File: src/rtl/jtdd2_mcu_ctrl_pkg.sv
// Shared definitions for the Double Dragon 2 sub-CPU control block:
// handshake state encoding plus status and control register bit positions.
package jtdd2_mcu_pkg;

  typedef enum logic [1:0] {
    IDLE = 2'd0,
    REQ  = 2'd1,
    HELD = 2'd2,
    REL  = 2'd3
  } hs_state_t;

  localparam int ST_GNT  = 0;
  localparam int ST_IRQ  = 1;
  localparam int ST_TO   = 2;
  localparam int ST_RST  = 3;

  localparam int CT_RSTB = 0;
  localparam int CT_HALT = 1;

  // An access acts once: on its first qualified cen, never on later ones.
  function automatic logic first_wr(input logic wr, input logic last);
    return wr & ~last;
  endfunction

endpackage

File: src/rtl/jtdd2_mcu_ctrl_if.sv
// Main CPU side of the sub-CPU control block: write strobes, selects,
// gated shared-RAM select, interrupt line and status byte.
interface jtdd2_mcu_ctrl_if;
  logic       main_cen;
  logic       main_wrn;
  logic [7:0] main_dout;
  logic       ctrl_cs;
  logic       nmi_cs;
  logic       irqack_cs;
  logic       com_cs_in;
  logic       com_cs;
  logic       main_irq;
  logic [7:0] st_dout;

  modport master (
    output main_cen, main_wrn, main_dout, ctrl_cs, nmi_cs, irqack_cs, com_cs_in,
    input  com_cs, main_irq, st_dout
  );

  modport slave (
    input  main_cen, main_wrn, main_dout, ctrl_cs, nmi_cs, irqack_cs, com_cs_in,
    output com_cs, main_irq, st_dout
  );
endinterface

File: src/rtl/jtdd2_mcu_hshake.sv
// Bus-halt handshake with the sub CPU: request, grant tracking via the
// active-low bus acknowledge, release, and a sticky grant-timeout flag.
module jtdd2_mcu_hshake
  import jtdd2_mcu_pkg::*;
#(
  parameter int             TOW     = 8,
  parameter logic [TOW-1:0] HALT_TO = 8'd255
) (
  input  logic clk,
  input  logic rst,
  input  logic main_cen,
  input  logic halt_req,
  input  logic mcu_rstb,
  input  logic mcu_ban,
  output logic mcu_halt,
  output logic granted,
  output logic timeout
);

  hs_state_t      state_q, state_d;
  logic [TOW-1:0] cnt_q, cnt_d;
  logic           to_q, to_d;
  logic           halt_q, halt_d;
  logic           gnt_q, gnt_d;

  always_comb begin
    state_d = state_q;
    cnt_d   = cnt_q;
    to_d    = to_q;
    if (!mcu_rstb) begin
      state_d = IDLE;
      cnt_d   = '0;
      to_d    = 1'b0;
    end else begin
      case (state_q)
        IDLE: if (halt_req) begin
          state_d = REQ;
          cnt_d   = '0;
        end
        REQ: begin
          if (!halt_req) begin
            state_d = REL;
          end else if (!mcu_ban) begin
            state_d = HELD;
            to_d    = 1'b0;
          end else if (cnt_q == HALT_TO) begin
            // Counter parks at the limit so the flag cannot be lost to wrap-around
            to_d = 1'b1;
          end else if (main_cen) begin
            cnt_d = cnt_q + 1'b1;
          end
        end
        HELD: begin
          if (!halt_req) begin
            state_d = REL;
          end else if (mcu_ban) begin
            state_d = REQ;
            cnt_d   = '0;
          end
        end
        REL: if (mcu_ban) state_d = IDLE;
      endcase
    end
    halt_d = (state_d == REQ) || (state_d == HELD);
    gnt_d  = (state_d == HELD);
  end

  always_ff @(posedge clk) begin
    if (rst) begin
      state_q <= IDLE;
      cnt_q   <= '0;
      to_q    <= 1'b0;
      halt_q  <= 1'b0;
      gnt_q   <= 1'b0;
    end else begin
      state_q <= state_d;
      cnt_q   <= cnt_d;
      to_q    <= to_d;
      halt_q  <= halt_d;
      gnt_q   <= gnt_d;
    end
  end

  assign mcu_halt = halt_q;
  assign granted  = gnt_q;
  assign timeout  = to_q;

endmodule

File: src/rtl/jtdd2_mcu_ctrl.sv
// Main-CPU-side control of the Double Dragon 2 sub CPU: register write decode,
// NMI strobe, sub-to-main IRQ latch, shared-RAM gating and status byte.
module jtdd2_mcu_ctrl
  import jtdd2_mcu_pkg::*;
#(
  parameter int             TOW     = 8,
  parameter logic [TOW-1:0] HALT_TO = 8'd255
) (
  input  logic             clk,
  input  logic             rst,
  jtdd2_mcu_ctrl_if.slave  bus,
  input  logic             mcu_ban,
  input  logic             mcu_irqmain,
  output logic             mcu_rstb,
  output logic             mcu_halt,
  output logic             mcu_nmi_set
);

  logic       ctrl_last_q, ctrl_last_d;
  logic       nmi_last_q,  nmi_last_d;
  logic       ack_last_q,  ack_last_d;
  logic       rstb_q,      rstb_d;
  logic       halt_req_q,  halt_req_d;
  logic       nmi_q,       nmi_d;
  logic       irqm_q,      irqm_d;
  logic       irq_q,       irq_d;
  logic [7:0] st_q,        st_d;

  logic ctrl_acc, nmi_acc, ack_acc;
  logic ctrl_fire, nmi_fire, ack_fire;
  logic granted, timeout;
  logic unused_dout;

  assign unused_dout = ^bus.main_dout[7:2];

  // A select's last flag holds from its first qualified cen until cs or the write strobe drops
  always_comb begin
    ctrl_acc    = bus.ctrl_cs   & ~bus.main_wrn;
    nmi_acc     = bus.nmi_cs    & ~bus.main_wrn;
    ack_acc     = bus.irqack_cs & ~bus.main_wrn;
    ctrl_fire   = first_wr(bus.main_cen & ctrl_acc, ctrl_last_q);
    nmi_fire    = first_wr(bus.main_cen & nmi_acc,  nmi_last_q);
    ack_fire    = first_wr(bus.main_cen & ack_acc,  ack_last_q);
    ctrl_last_d = ctrl_acc & (ctrl_last_q | bus.main_cen);
    nmi_last_d  = nmi_acc  & (nmi_last_q  | bus.main_cen);
    ack_last_d  = ack_acc  & (ack_last_q  | bus.main_cen);

    rstb_d     = ctrl_fire ? bus.main_dout[CT_RSTB] : rstb_q;
    halt_req_d = ctrl_fire ? bus.main_dout[CT_HALT] : halt_req_q;
    nmi_d      = nmi_fire & rstb_q;

    // A new rising edge outranks an acknowledge landing in the same clk
    irqm_d = mcu_irqmain;
    if (!rstb_q)                     irq_d = 1'b0;
    else if (mcu_irqmain && !irqm_q) irq_d = 1'b1;
    else if (ack_fire)               irq_d = 1'b0;
    else                             irq_d = irq_q;

    st_d         = 8'h00;
    st_d[ST_GNT] = granted;
    st_d[ST_IRQ] = irq_q;
    st_d[ST_TO]  = timeout;
    st_d[ST_RST] = rstb_q;
  end

  always_ff @(posedge clk) begin
    if (rst) begin
      ctrl_last_q <= 1'b0;
      nmi_last_q  <= 1'b0;
      ack_last_q  <= 1'b0;
      rstb_q      <= 1'b0;
      halt_req_q  <= 1'b0;
      nmi_q       <= 1'b0;
      irqm_q      <= 1'b0;
      irq_q       <= 1'b0;
      st_q        <= 8'h00;
    end else begin
      ctrl_last_q <= ctrl_last_d;
      nmi_last_q  <= nmi_last_d;
      ack_last_q  <= ack_last_d;
      rstb_q      <= rstb_d;
      halt_req_q  <= halt_req_d;
      nmi_q       <= nmi_d;
      irqm_q      <= irqm_d;
      irq_q       <= irq_d;
      st_q        <= st_d;
    end
  end

  jtdd2_mcu_hshake #(
    .TOW     (TOW),
    .HALT_TO (HALT_TO)
  ) u_hs (
    .clk      (clk),
    .rst      (rst),
    .main_cen (bus.main_cen),
    .halt_req (halt_req_q),
    .mcu_rstb (rstb_q),
    .mcu_ban  (mcu_ban),
    .mcu_halt (mcu_halt),
    .granted  (granted),
    .timeout  (timeout)
  );

  assign mcu_rstb     = rstb_q;
  assign mcu_nmi_set  = nmi_q;
  assign bus.com_cs   = bus.com_cs_in & granted;
  assign bus.main_irq = irq_q;
  assign bus.st_dout  = st_q;

endmodule

File: src/flat_wrapper.sv
// flat-port wrapper written by rule: the top's interface ports become plain ports
module jtdd2_mcu_ctrl_flat import jtdd2_mcu_pkg::*;
#(
  parameter int             TOW     = 8,
  parameter logic [TOW-1:0] HALT_TO = 8'd255
)
  (clk, rst, mcu_ban, mcu_irqmain, mcu_rstb, mcu_halt, mcu_nmi_set, bus_main_cen, bus_main_wrn, bus_main_dout, bus_ctrl_cs, bus_nmi_cs, bus_irqack_cs, bus_com_cs_in, bus_com_cs, bus_main_irq, bus_st_dout);
  jtdd2_mcu_ctrl_if bus_i ();
  input  logic clk;
  input  logic rst;
  input  logic mcu_ban;
  input  logic mcu_irqmain;
  output logic mcu_rstb;
  output logic mcu_halt;
  output logic mcu_nmi_set;
  input wire logic [$bits(bus_i.main_cen)-1:0] bus_main_cen;
  input wire logic [$bits(bus_i.main_wrn)-1:0] bus_main_wrn;
  input wire logic [$bits(bus_i.main_dout)-1:0] bus_main_dout;
  input wire logic [$bits(bus_i.ctrl_cs)-1:0] bus_ctrl_cs;
  input wire logic [$bits(bus_i.nmi_cs)-1:0] bus_nmi_cs;
  input wire logic [$bits(bus_i.irqack_cs)-1:0] bus_irqack_cs;
  input wire logic [$bits(bus_i.com_cs_in)-1:0] bus_com_cs_in;
  output wire logic [$bits(bus_i.com_cs)-1:0] bus_com_cs;
  output wire logic [$bits(bus_i.main_irq)-1:0] bus_main_irq;
  output wire logic [$bits(bus_i.st_dout)-1:0] bus_st_dout;
  assign bus_i.main_cen = bus_main_cen;
  assign bus_i.main_wrn = bus_main_wrn;
  assign bus_i.main_dout = bus_main_dout;
  assign bus_i.ctrl_cs = bus_ctrl_cs;
  assign bus_i.nmi_cs = bus_nmi_cs;
  assign bus_i.irqack_cs = bus_irqack_cs;
  assign bus_i.com_cs_in = bus_com_cs_in;
  assign bus_com_cs = bus_i.com_cs;
  assign bus_main_irq = bus_i.main_irq;
  assign bus_st_dout = bus_i.st_dout;
  jtdd2_mcu_ctrl #(.TOW(TOW), .HALT_TO(HALT_TO)) u_core (.clk(clk), .rst(rst), .bus(bus_i), .mcu_ban(mcu_ban), .mcu_irqmain(mcu_irqmain), .mcu_rstb(mcu_rstb), .mcu_halt(mcu_halt), .mcu_nmi_set(mcu_nmi_set));
endmodule
File: config.mk
export PLATFORM = sky130hd
export DESIGN_NAME = jtdd2_mcu_ctrl_flat
export DESIGN_NICKNAME = d
export VERILOG_FILES = /design/src/rtl/jtdd2_mcu_ctrl_pkg.sv /design/src/rtl/jtdd2_mcu_ctrl_if.sv /design/src/rtl/jtdd2_mcu_hshake.sv /design/src/rtl/jtdd2_mcu_ctrl.sv /design/src/flat_wrapper.sv
export SDC_FILE = /design/constraint.sdc
export NUM_CORES = 1
export LEC_CHECK = 0
export BUFFER_PORTS_ARGS = -buffer_cell sky130_fd_sc_hd__buf_2
export CAP_MARGIN = 20
export CELL_PAD_IN_SITES_DETAIL_PLACEMENT = 1
export CELL_PAD_IN_SITES_GLOBAL_PLACEMENT = 2
export CORE_ASPECT_RATIO = 1.2
export CORE_UTILIZATION = 33
export DETAILED_ROUTE_END_ITERATION = 7
export GPL_TIMING_DRIVEN = 0
export MAX_ROUTING_LAYER = met4
export PLACE_DENSITY_LB_ADDON = 0.1
export SKIP_CTS_REPAIR_TIMING = 1
export SLEW_MARGIN = 25
export SYNTH_ARGS = -nofsm -noshare
export SYNTH_HDL_FRONTEND = slang
export SYNTH_SLANG_ARGS = --single-unit
File: constraint.sdc
create_clock -name clk -period 3.7 [get_ports clk]
set_input_delay 0.185 -clock clk [delete_from_list [all_inputs] [get_ports clk]]
set_output_delay 0.185 -clock clk [all_outputs]
set_load 0.03 [all_outputs]
==> results.yml, run 1 <==
synthesis:
  ys_types: 45
  synth.ff_latch_count: 25
  ys_seq_area_share_pct: 43.4
  avgSynthCellArea_um2: 9.53
  synthArstFlopShare_pct: 0
  synth_warnings: 0
  synth_fa_ha_area_share_pct: 2.17
  yosysTopAreaCell: "dfxtp_1"
  yosys_most_used_dff: "dfxtp_1"
  synthSimpleGateAreaFrac_pct: 25.9
  synth.top_cell.area_share_pct: 43.4
  synth_xor_area_share_pct: 0
  syn_area_um2: 1150
  syn_inst: 121
  synth_compound_area_share_pct: 21.3
  synth_area_leaders: "dfxtp_1, nand3_1, buf_4"
  muxShareOfSynthArea_pct: 1.74
  synth_edf_count: 0
  synth_top_family_by_area: "simple AND/OR/NAND/NOR gates"
placed_design:
  dp_slack_ps: 1710
  dp.cells: 181
  placed_cell_area_um2: 1310
  numPortBuffers: 20
  routabilityCongestion: 0.727
  place.detailed.hpwl_um: 2010
routing:
  dr.pass1.iters: 4
  post_drt_wl_per_cell_um: 14.3
  finalWirelength_um: 2640
  dr_total_vias: 997
  drtAntennaViolNets: 0
  drc: 0
  viasPerCell: 5.39
  detailedRoute.firstIterationViolations: 16
grt:
  grt_max_degree: 14
  antenna_found_initial: 0
  grt_pass1_wl_um: 4520
  grtUsageTotal_pct: 15.5
  grt_overflow: 0
  grt_pass1_vias: 1022
cts:
  cts.sinks: 25
  cts_max_path_buffers: 2
  clk_pin_slew_ps: 90
  cts_tree: "built"
  numCtsBuffers: 3
  clk_latency_ps: 260
  cts-htree-levels: 1
  root_buffer: "clkbuf_8"
final_layout:
  finalInstanceArea_um2: 1360
  drive_gt1_share_pct: 28.4
  syn_to_final_growth_pct: 18.1
  fillers: 411
  stdcell_count: 185
  diodes: 0
  finalNetCount: 169
floorplan:
  start_util_pct: 34.6
  dieArea_um2: 3740
  coreArea_um2: 3340
  dieHeight_um: 66.8
  die_w_um: 56.0
  pin_count: 31
  rows: 23
sta:
  setup_viol: 0
  finalHoldViolations: 0
  fin_crit_ps: 1890
  layout_setup_ws_ps: 1810
  setup-tns-final_ps: 0
  period_share_pct: 51.0
  clock.fmax_mhz: 530
  hold_slack_ps: 152
  slew_viol_final: 0
  fin_skew_ps: 2.55
  slew_headroom_pct: 49.8
  tightest_slew_ps: 743
  rsz0062_at_grt: "false"
setup_path:
  setup.worst_path.start_class: "flip-flop"
  end_kind: "flip-flop"
  crit_type: "reg2reg"
  crit_required_ps: 3880
  worstPathMaxFanout: 7
  cp.arrival_ps: 2070
outcome:
  status: "finished, final reports clean"
job:
  cap_violations: 0
pwr:
  p_per_area_nw_per_um2: 343
  p_leak_nw: 0.555
  vdd_drop_max_v: 0.000178
min_path:
  hold_path.class: "in2reg"
[where the power goes]
| part | internal (W) | switching, W | total [W] |
|---|---|---|---|
| sequential | 0.000271 | 0.00000138 | 0.000273 |
| clock | 0.0000768 | 0.0000831 | 0.000160 |
| combinational | 0.0000141 | 0.0000205 | 0.0000346 |
| total | 0.000362 | 0.000105 | 0.000467 |
[cell usage after synthesis (all sizes together), types with 3 or more instances]
| cell | instances |
|---|---|
| o311ai | 4 |
| o211a | 3 |
| o211ai | 5 |
| nor2 | 9 |
| o21ai | 5 |
| nor2b | 7 |
| dfxtp | 25 |
| nand2 | 8 |
| buf | 6 |
| nand2b | 3 |
| nand3 | 9 |
| a21oi | 3 |
[final timing paths]
check / start / to / slack [ps] / cells after the start
hold / removal: mcu_irqmain / u_core.irqm_q$_SDFF_PP0_ / 150 / 2
hold reg to reg: u_core.nmi_last_q$_SDFF_PP0_ / u_core.mcu_nmi_set$_SDFF_PP0_ / 440 / 1
setup reg to reg: u_core.u_hs.cnt_q[0]$_SDFFE_PP0P_ / u_core.u_hs.cnt_q[5]$_SDFFE_PP0P_ / 1810 / 5
setup / recovery: u_core.u_hs.cnt_q[0]$_SDFFE_PP0P_ / u_core.u_hs.cnt_q[5]$_SDFFE_PP0P_ / 1810 / 5
[critical path, stage by stage, from the launching register on]
cell and delay (ps):
dfxtp_1 410, ha_1 220, nand4_1 250, nor2_1 530, a21oi_2 180, o31ai_1 220
[cells in the final DEF (no fill, tap or decap), drive strengths merged, types with 2 or more instances in the layout]
cell,instances
a21oi,3
and3b,2
buf,26
clkbuf,5
conb,4
dfxtp,25
ha,2
inv,2
mux2i,2
nand2,8
nand2b,3
nand3,9
nor2,9
nor2b,7
o211a,3
o211ai,5
o21ai,5
o22ai,2
o311ai,4
o31ai,2
[flip-flops by register name (all words and copies together) (netlist names)]
signal                flops
u_core.u_hs.cnt_q         8
u_core.bus.st_dout        4
u_core.u_hs.state_q       2
u_core.ack_last_q         1
u_core.bus.main_irq       1
u_core.ctrl_last_q        1
u_core.halt_req_q         1
u_core.irqm_q             1
u_core.mcu_nmi_set        1
u_core.mcu_rstb           1
u_core.nmi_last_q         1
u_core.u_hs.granted       1
u_core.u_hs.mcu_halt      1
u_core.u_hs.timeout       1
[cells by family after synthesis]
logic type / after synthesis
other cells: 1
compound gates: 29
fa+ha+maj: 2
flops: 25
simple gates: 52
mux: 2
buf+inv: 10
[final cells by class]
type / count / area (um2) / area share [%]
clock buffers: 4 / 45.0 / 3.31
plain buffers: 7 / 48.8 / 3.58
inverters: 3 / 11.3 / 0.826
well taps: 37 / 46.3 / 3.40
multi-input cells: 89 / 611 / 44.8
flip-flops and latches: 25 / 500 / 36.7
repair buffers: 20 / 100 / 7.35
[per-stage QoR]
stage	util, %	total power, W
global route	40.8	0.000487
CTS	40.6	0.000476
detailed placement	39.3	0.000314
global placement	39.3	0.000314
finish	40.8	0.000467
floorplan	-	0.000301
[routing by layer]
metal | global-route usage (%) | wire (um) | vias to the layer above
li1 | - | - | 491
met1 | 17.9 | 1170 | 490
met2 | 27.4 | 1400 | 14
met3 | 1.75 | 52 | 2
met4 | 6.40 | 17 | 0
met5 | - | 0 | -
Note: power is estimated with default switching activity, not from simulation.
==> run 2, diff against run 1 <==
--- a/config.mk
+++ b/config.mk
@@ -5,12 +5,13 @@
 export SDC_FILE = /design/constraint.sdc
 export NUM_CORES = 1
 export LEC_CHECK = 0
+export ABC_AREA = 1
 export BUFFER_PORTS_ARGS = -buffer_cell sky130_fd_sc_hd__buf_2
 export CAP_MARGIN = 20
 export CELL_PAD_IN_SITES_DETAIL_PLACEMENT = 1
 export CELL_PAD_IN_SITES_GLOBAL_PLACEMENT = 2
 export CORE_ASPECT_RATIO = 1.2
-export CORE_UTILIZATION = 33
+export CORE_UTILIZATION = 25
 export DETAILED_ROUTE_END_ITERATION = 7
 export GPL_TIMING_DRIVEN = 0
 export MAX_ROUTING_LAYER = met4
==> constraint.sdc (replaced) <==
create_clock -name clk -period 1.65 [get_ports clk]
set_input_delay 0.0825 -clock clk [delete_from_list [all_inputs] [get_ports clk]]
set_output_delay 0.0825 -clock clk [all_outputs]
set_load 0.03 [all_outputs]
==> run 2 against run 1 <==
  * Worst hold slack got worse by 130 ps
  * Utilization down 9.8 points
  * Global-route usage decreased by 1.9 points
  * Critical path type unchanged
  * Largest power group unchanged
  * Highest routed layer unchanged
==> results.yml, run 2 <==
outcome:
  status: "finished, final reports clean"
setup_path:
  crit_type: "reg2reg"
  setup.worst_path.start_class: "flip-flop"
  worstPathMaxFanout: 6
  crit_required_ps: 1800
  cp.arrival_ps: 1600
  worst_r2r_path_depth: 10
  end_kind: "flip-flop"
floorplan:
  start_util_pct: 25.9
  coreArea_um2: 4560
  dieHeight_um: 77.3
  die_w_um: 64.8
  rows: 27
  dieArea_um2: 5010
  pin_count: 31
job:
  cap_violations: 0
grt:
  grt_max_degree: 14
  grt_pass1_wl_um: 5180
  grt_overflow: 0
  grtUsageTotal_pct: 13.6
  antenna_found_initial: 0
  grt_pass1_vias: 1168
final_layout:
  fillers: 602
  drive_gt1_share_pct: 21.3
  final_common_cell: "nand2_1"
  final_cell_mix: "nand2_1, nor2_1, inv_1, dfxtp_1, buf_2"
  seq_area_um2: 503
  largest_register_ffs: 8
  diodes: 0
  syn_to_final_growth_pct: 19.8
  multi_input_comb_area_um2: 568
  finalNetCount: 218
  regMostFlops: "u_core.u_hs.cnt_q"
routing:
  dr.pass1.iters: 4
  dr_total_vias: 1107
  post_drt_wl_per_cell_um: 11.5
  drc: 0
  drtAntennaViolNets: 0
  finalWirelength_um: 2940
  viasPerCell: 4.34
  detailedRoute.firstIterationViolations: 42
sta:
  slew_viol_final: 0
  period_share_pct: 87.8
  clock.fmax_mhz: 690
  hold_slack_ps: 21.7
  setup-tns-final_ps: 0
  finalHoldViolations: 0
  setup_viol: 0
  fin_crit_ps: 1450
  rsz0062_at_grt: "false"
  fin_skew_ps: 4.93
synthesis:
  yosysMostFrequentCell: "nand2_1"
  synthArstFlopShare_pct: 0
  synth_area_leaders: "dfxtp_1, nand2_1, nor2_1"
  avgSynthCellArea_um2: 6.96
  ys_seq_area_share_pct: 42.3
  yosysTopAreaCell: "dfxtp_1"
  synth.ff_latch_count: 25
  synth_warnings: 0
  ys_types: 25
  yosys_most_used_dff: "dfxtp_1"
  synth_commonest_cells: "nand2_1, nor2_1, dfxtp_1"
  syn_inst: 170
  synth_edf_count: 0
  syn_area_um2: 1180
  synth.top_cell.area_share_pct: 42.3
cts:
  clk_latency_ps: 270
  numCtsBuffers: 3
  cts-htree-levels: 1
  clk_pin_slew_ps: 90
  cts_max_path_buffers: 2
  cts_tree: "built"
  cts.sinks: 25
  root_buffer: "clkbuf_8"
pwr:
  p_leak_nw: 0.599
  p_per_area_nw_per_um2: 764
  vdd_drop_max_v: 0.000327
min_path:
  hold_path_depth: 2
  hold_path.class: "in2reg"
placed_design:
  routabilityCongestion: 0.742
  place.detailed.hpwl_um: 2330
  numPortBuffers: 20
==> run 2: path summary, 6_finish.rpt <==
path / start / end / slack (ps)
max: u_core.u_hs.cnt_q[0]$_SDFFE_PP0P_ / u_core.u_hs.cnt_q[1]$_SDFFE_PP0P_ / 200
min: rst / u_core.u_hs.state_q[1]$_SDFF_PP0_ / 20
max reg2reg: u_core.u_hs.cnt_q[0]$_SDFFE_PP0P_ / u_core.u_hs.cnt_q[1]$_SDFFE_PP0P_ / 200
min reg2reg: u_core.nmi_last_q$_SDFF_PP0_ / u_core.mcu_nmi_set$_SDFF_PP0_ / 440
==> run 2: report_power, final <==
| group | switching [W] | internal, W |
|---|---|---|
| registers | 0.00000468 | 0.000611 |
| clock network | 0.000196 | 0.000173 |
| logic | 0.0000641 | 0.0000329 |
==> run 2: cell families after synthesis <==
| family | count (synthesis) | synth area share, % |
|---|---|---|
| flip-flops | 25 | 42.3 |
| AND/OR/NAND/NOR | 97 | 37.0 |
| adder cells (fa/ha/maj) | 2 | 2.12 |
| buffers and inverters | 30 | 10.8 |
| AO/OA/AOI/OAI | 15 | 7.41 |
| other | 1 | 0.317 |
==> run 2: critical path, cell delays in order, from the launching register on <==
cell     delay [ps]
dfxtp_2         370
ha_2            210
nand2_2          70
nor2_2          180
nand2_1          90
nand2_2          80
nand2_4          80
nand2_4         110
nand2_1          60
nand2_1          60
nor2_1           30
==> run 2: metrics by stage <==
step / std cells / total power [W] / util [%] / setup WS, ps / area, um2
floorplan: 173 / 0.000694 / - / 356 / 1190
global placement: 251 / 0.000726 / 30.0 / 163 / 1370
detailed placement: 251 / 0.000729 / 30.0 / 144 / 1370
CTS: 255 / 0.00111 / 30.9 / 126 / 1410
global route: 255 / 0.00113 / 31.1 / 55.8 / 1420
finish: 255 / 0.00108 / 31.1 / 200 / 1420
==> run 2: layout make-up <==
class,instances,area share (%)
multi-input cells,118,40.1
clock buffers,4,3.18
plain buffers,5,2.39
flip-flops and latches,25,35.5
repair buffers,20,7.07
inverters,25,6.63
well taps,58,5.12
==> run 2: routing by layer <==
metal | GRT usage [%] | share of wire (%)
met1 | 15.4 | 44
met2 | 23.9 | 52
met3 | 2.21 | 2.2
met4 | 4.67 | 1.6
met5 | - | 0
==> run 3, diff against run 2 <==
--- a/config.mk
+++ b/config.mk
@@ -11,7 +11,8 @@
 export CELL_PAD_IN_SITES_DETAIL_PLACEMENT = 1
 export CELL_PAD_IN_SITES_GLOBAL_PLACEMENT = 2
 export CORE_ASPECT_RATIO = 1.2
-export CORE_UTILIZATION = 25
+export CORE_UTILIZATION = 26
+export CTS_BUF_LIST = sky130_fd_sc_hd__clkbuf_8
 export DETAILED_ROUTE_END_ITERATION = 7
 export GPL_TIMING_DRIVEN = 0
 export MAX_ROUTING_LAYER = met4
==> run 3 against run 2 <==
  * Design area is 0.53% lower
  * Sequential power about the same
  * Die area fell by 3.7%
  * Global-route usage decreased by 0.46 points
  * Combinational power decreased by 0.8%
  * Worst setup slack lost 44 ps
  * Utilization is 1.5 points higher
  * Highest routed layer unchanged
  * Sequential cell count unchanged
  * Critical endpoint unchanged
  * Non-clock buffer count unchanged
==> results.yml, run 3 (synthesis gave the netlist of run 2 again) <==
setup_path:
  crit_type: "reg2reg"
  worstPathMaxFanout: 6
  r2r-start: "u_core.u_hs.cnt_q[0]$_SDFFE_PP0P_"
  setup.worst_path.start_class: "flip-flop"
  crit_start: "u_core.u_hs.cnt_q[0]$_SDFFE_PP0P_"
  crit_required_ps: 1810
  end_kind: "flip-flop"
  cp.arrival_ps: 1650
sta:
  setup-tns-final_ps: 0
  finalHoldViolations: 0
  fin_skew_ps: 1.75
  period_share_pct: 90.5
  slew_viol_final: 0
  setup_viol: 0
  rsz0062_at_grt: "false"
  fin_crit_ps: 1490
  clock.fmax_mhz: 670
cts:
  cts-htree-levels: 1
  numCtsBuffers: 3
  clk_pin_slew_ps: 90
  cts_tree: "built"
  root_buffer: "clkbuf_8"
  clk_latency_ps: 270
  cts.sinks: 25
  cts_max_path_buffers: 2
routing:
  finalWirelength_um: 2790
  detailedRoute.firstIterationViolations: 28
  drtAntennaViolNets: 0
  dr_total_vias: 1086
  post_drt_wl_per_cell_um: 11.0
  viasPerCell: 4.29
  drc: 0
  dr.pass1.iters: 4
floorplan:
  pin_count: 31
  rows: 26
  dieHeight_um: 75.9
  coreArea_um2: 4330
  dieArea_um2: 4820
  die_w_um: 63.6
  start_util_pct: 27.3
grt:
  grt_overflow: 0
  antenna_found_initial: 0
  grt_max_degree: 14
  grt_pass1_wl_um: 4730
  grt_pass1_vias: 1064
  grtUsageTotal_pct: 13.2
pwr:
  vdd_drop_max_v: 0.000310
  p_leak_nw: 0.605
  power.total_w: 0.00108
  p_per_area_nw_per_um2: 765
final_layout:
  fillers: 570
  final_common_cell: "nand2_1"
  regMostFlops: "u_core.u_hs.cnt_q"
  largest_register_ffs: 8
  finalNetCount: 218
  final_cell_mix: "nand2_1, nor2_1, dfxtp_1"
  syn_to_final_growth_pct: 19.2
  diodes: 0
  drive_gt1_share_pct: 19.8
min_path:
  worstHoldStart: "mcu_irqmain"
  hold_path.class: "in2reg"
job:
  cap_violations: 0
outcome:
  status: "finished, final reports clean"
placed_design:
  routabilityCongestion: 0.791
  numPortBuffers: 20
  place.detailed.hpwl_um: 2190
[run 3: changes by cell type in the layout (fill, tap and decap cells not counted)]
cell,change
clkbuf_1,-1
dfxtp_1,+2
dfxtp_2,-2
ha_1,+1
ha_2,-1
inv_1,+1
[run 3: cell type report]
| cell class | instances | area, um2 | area share (%) |
|---|---|---|---|
| Inverter | 25 | 93.8 | 6.66 |
| Tap cell | 56 | 70.1 | 4.97 |
| Clock inverter | 1 | 3.75 | 0.266 |
| Multi-Input combinational cell | 118 | 566 | 40.1 |
| Sequential cell | 25 | 500 | 35.5 |
| Buffer | 5 | 33.8 | 2.40 |
| Clock buffer | 3 | 41.3 | 2.93 |
| Timing Repair Buffer | 20 | 100 | 7.10 |
[run 3: critical path, stage by stage, from the launching register on]
cell and delay [ps]:
dfxtp_1 410, ha_1 230, nand2_2 80, nor2_2 160
nand2_1 80, nand2_2 80, nand2_4 80, nand2_4 110
nand2_1 60, nand2_1 60, nor2_1 40
[run 3: final timing paths]
kind | slack, ps | cells past startpoint | endpoint
max reg2reg | 160 | 10 | u_core.u_hs.cnt_q[1]$_SDFFE_PP0P_
min | 30 | 3 | u_core.irqm_q$_SDFF_PP0_
min reg2reg | 440 | 1 | u_core.mcu_nmi_set$_SDFF_PP0_
max | 160 | 10 | u_core.u_hs.cnt_q[1]$_SDFFE_PP0P_
[run 3: per-layer routing]
| layer | share of wire [%] | GRT usage [%] |
|---|---|---|
| met2 | 49 | 24.6 |
| met4 | 1.0 | 4.55 |
| met1 | 46 | 14.4 |
| met3 | 3.4 | 1.80 |
| met5 | 0 | - |
[run 3: metrics by stage]
step	hold WS [ps]	utilization [%]	instances	cell area (um2)	setup WS, ps
after detailed placement	307	31.5	249	1360	156
after global placement	293	31.5	249	1360	163
after CTS	21.0	32.6	253	1410	138
after global routing	35.4	32.6	253	1410	7.85
final	25.0	32.6	253	1410	157
after floorplan	154	-	173	1190	356
[run 3: power by group]
part           leakage [nW]  switching, W  internal (W)  total [W]
Clock                0.0269      0.000199      0.000167   0.000366
Combinational         0.376     0.0000633     0.0000329  0.0000962
Sequential            0.202    0.00000433      0.000611   0.000615
Total                 0.605      0.000267      0.000811    0.00108
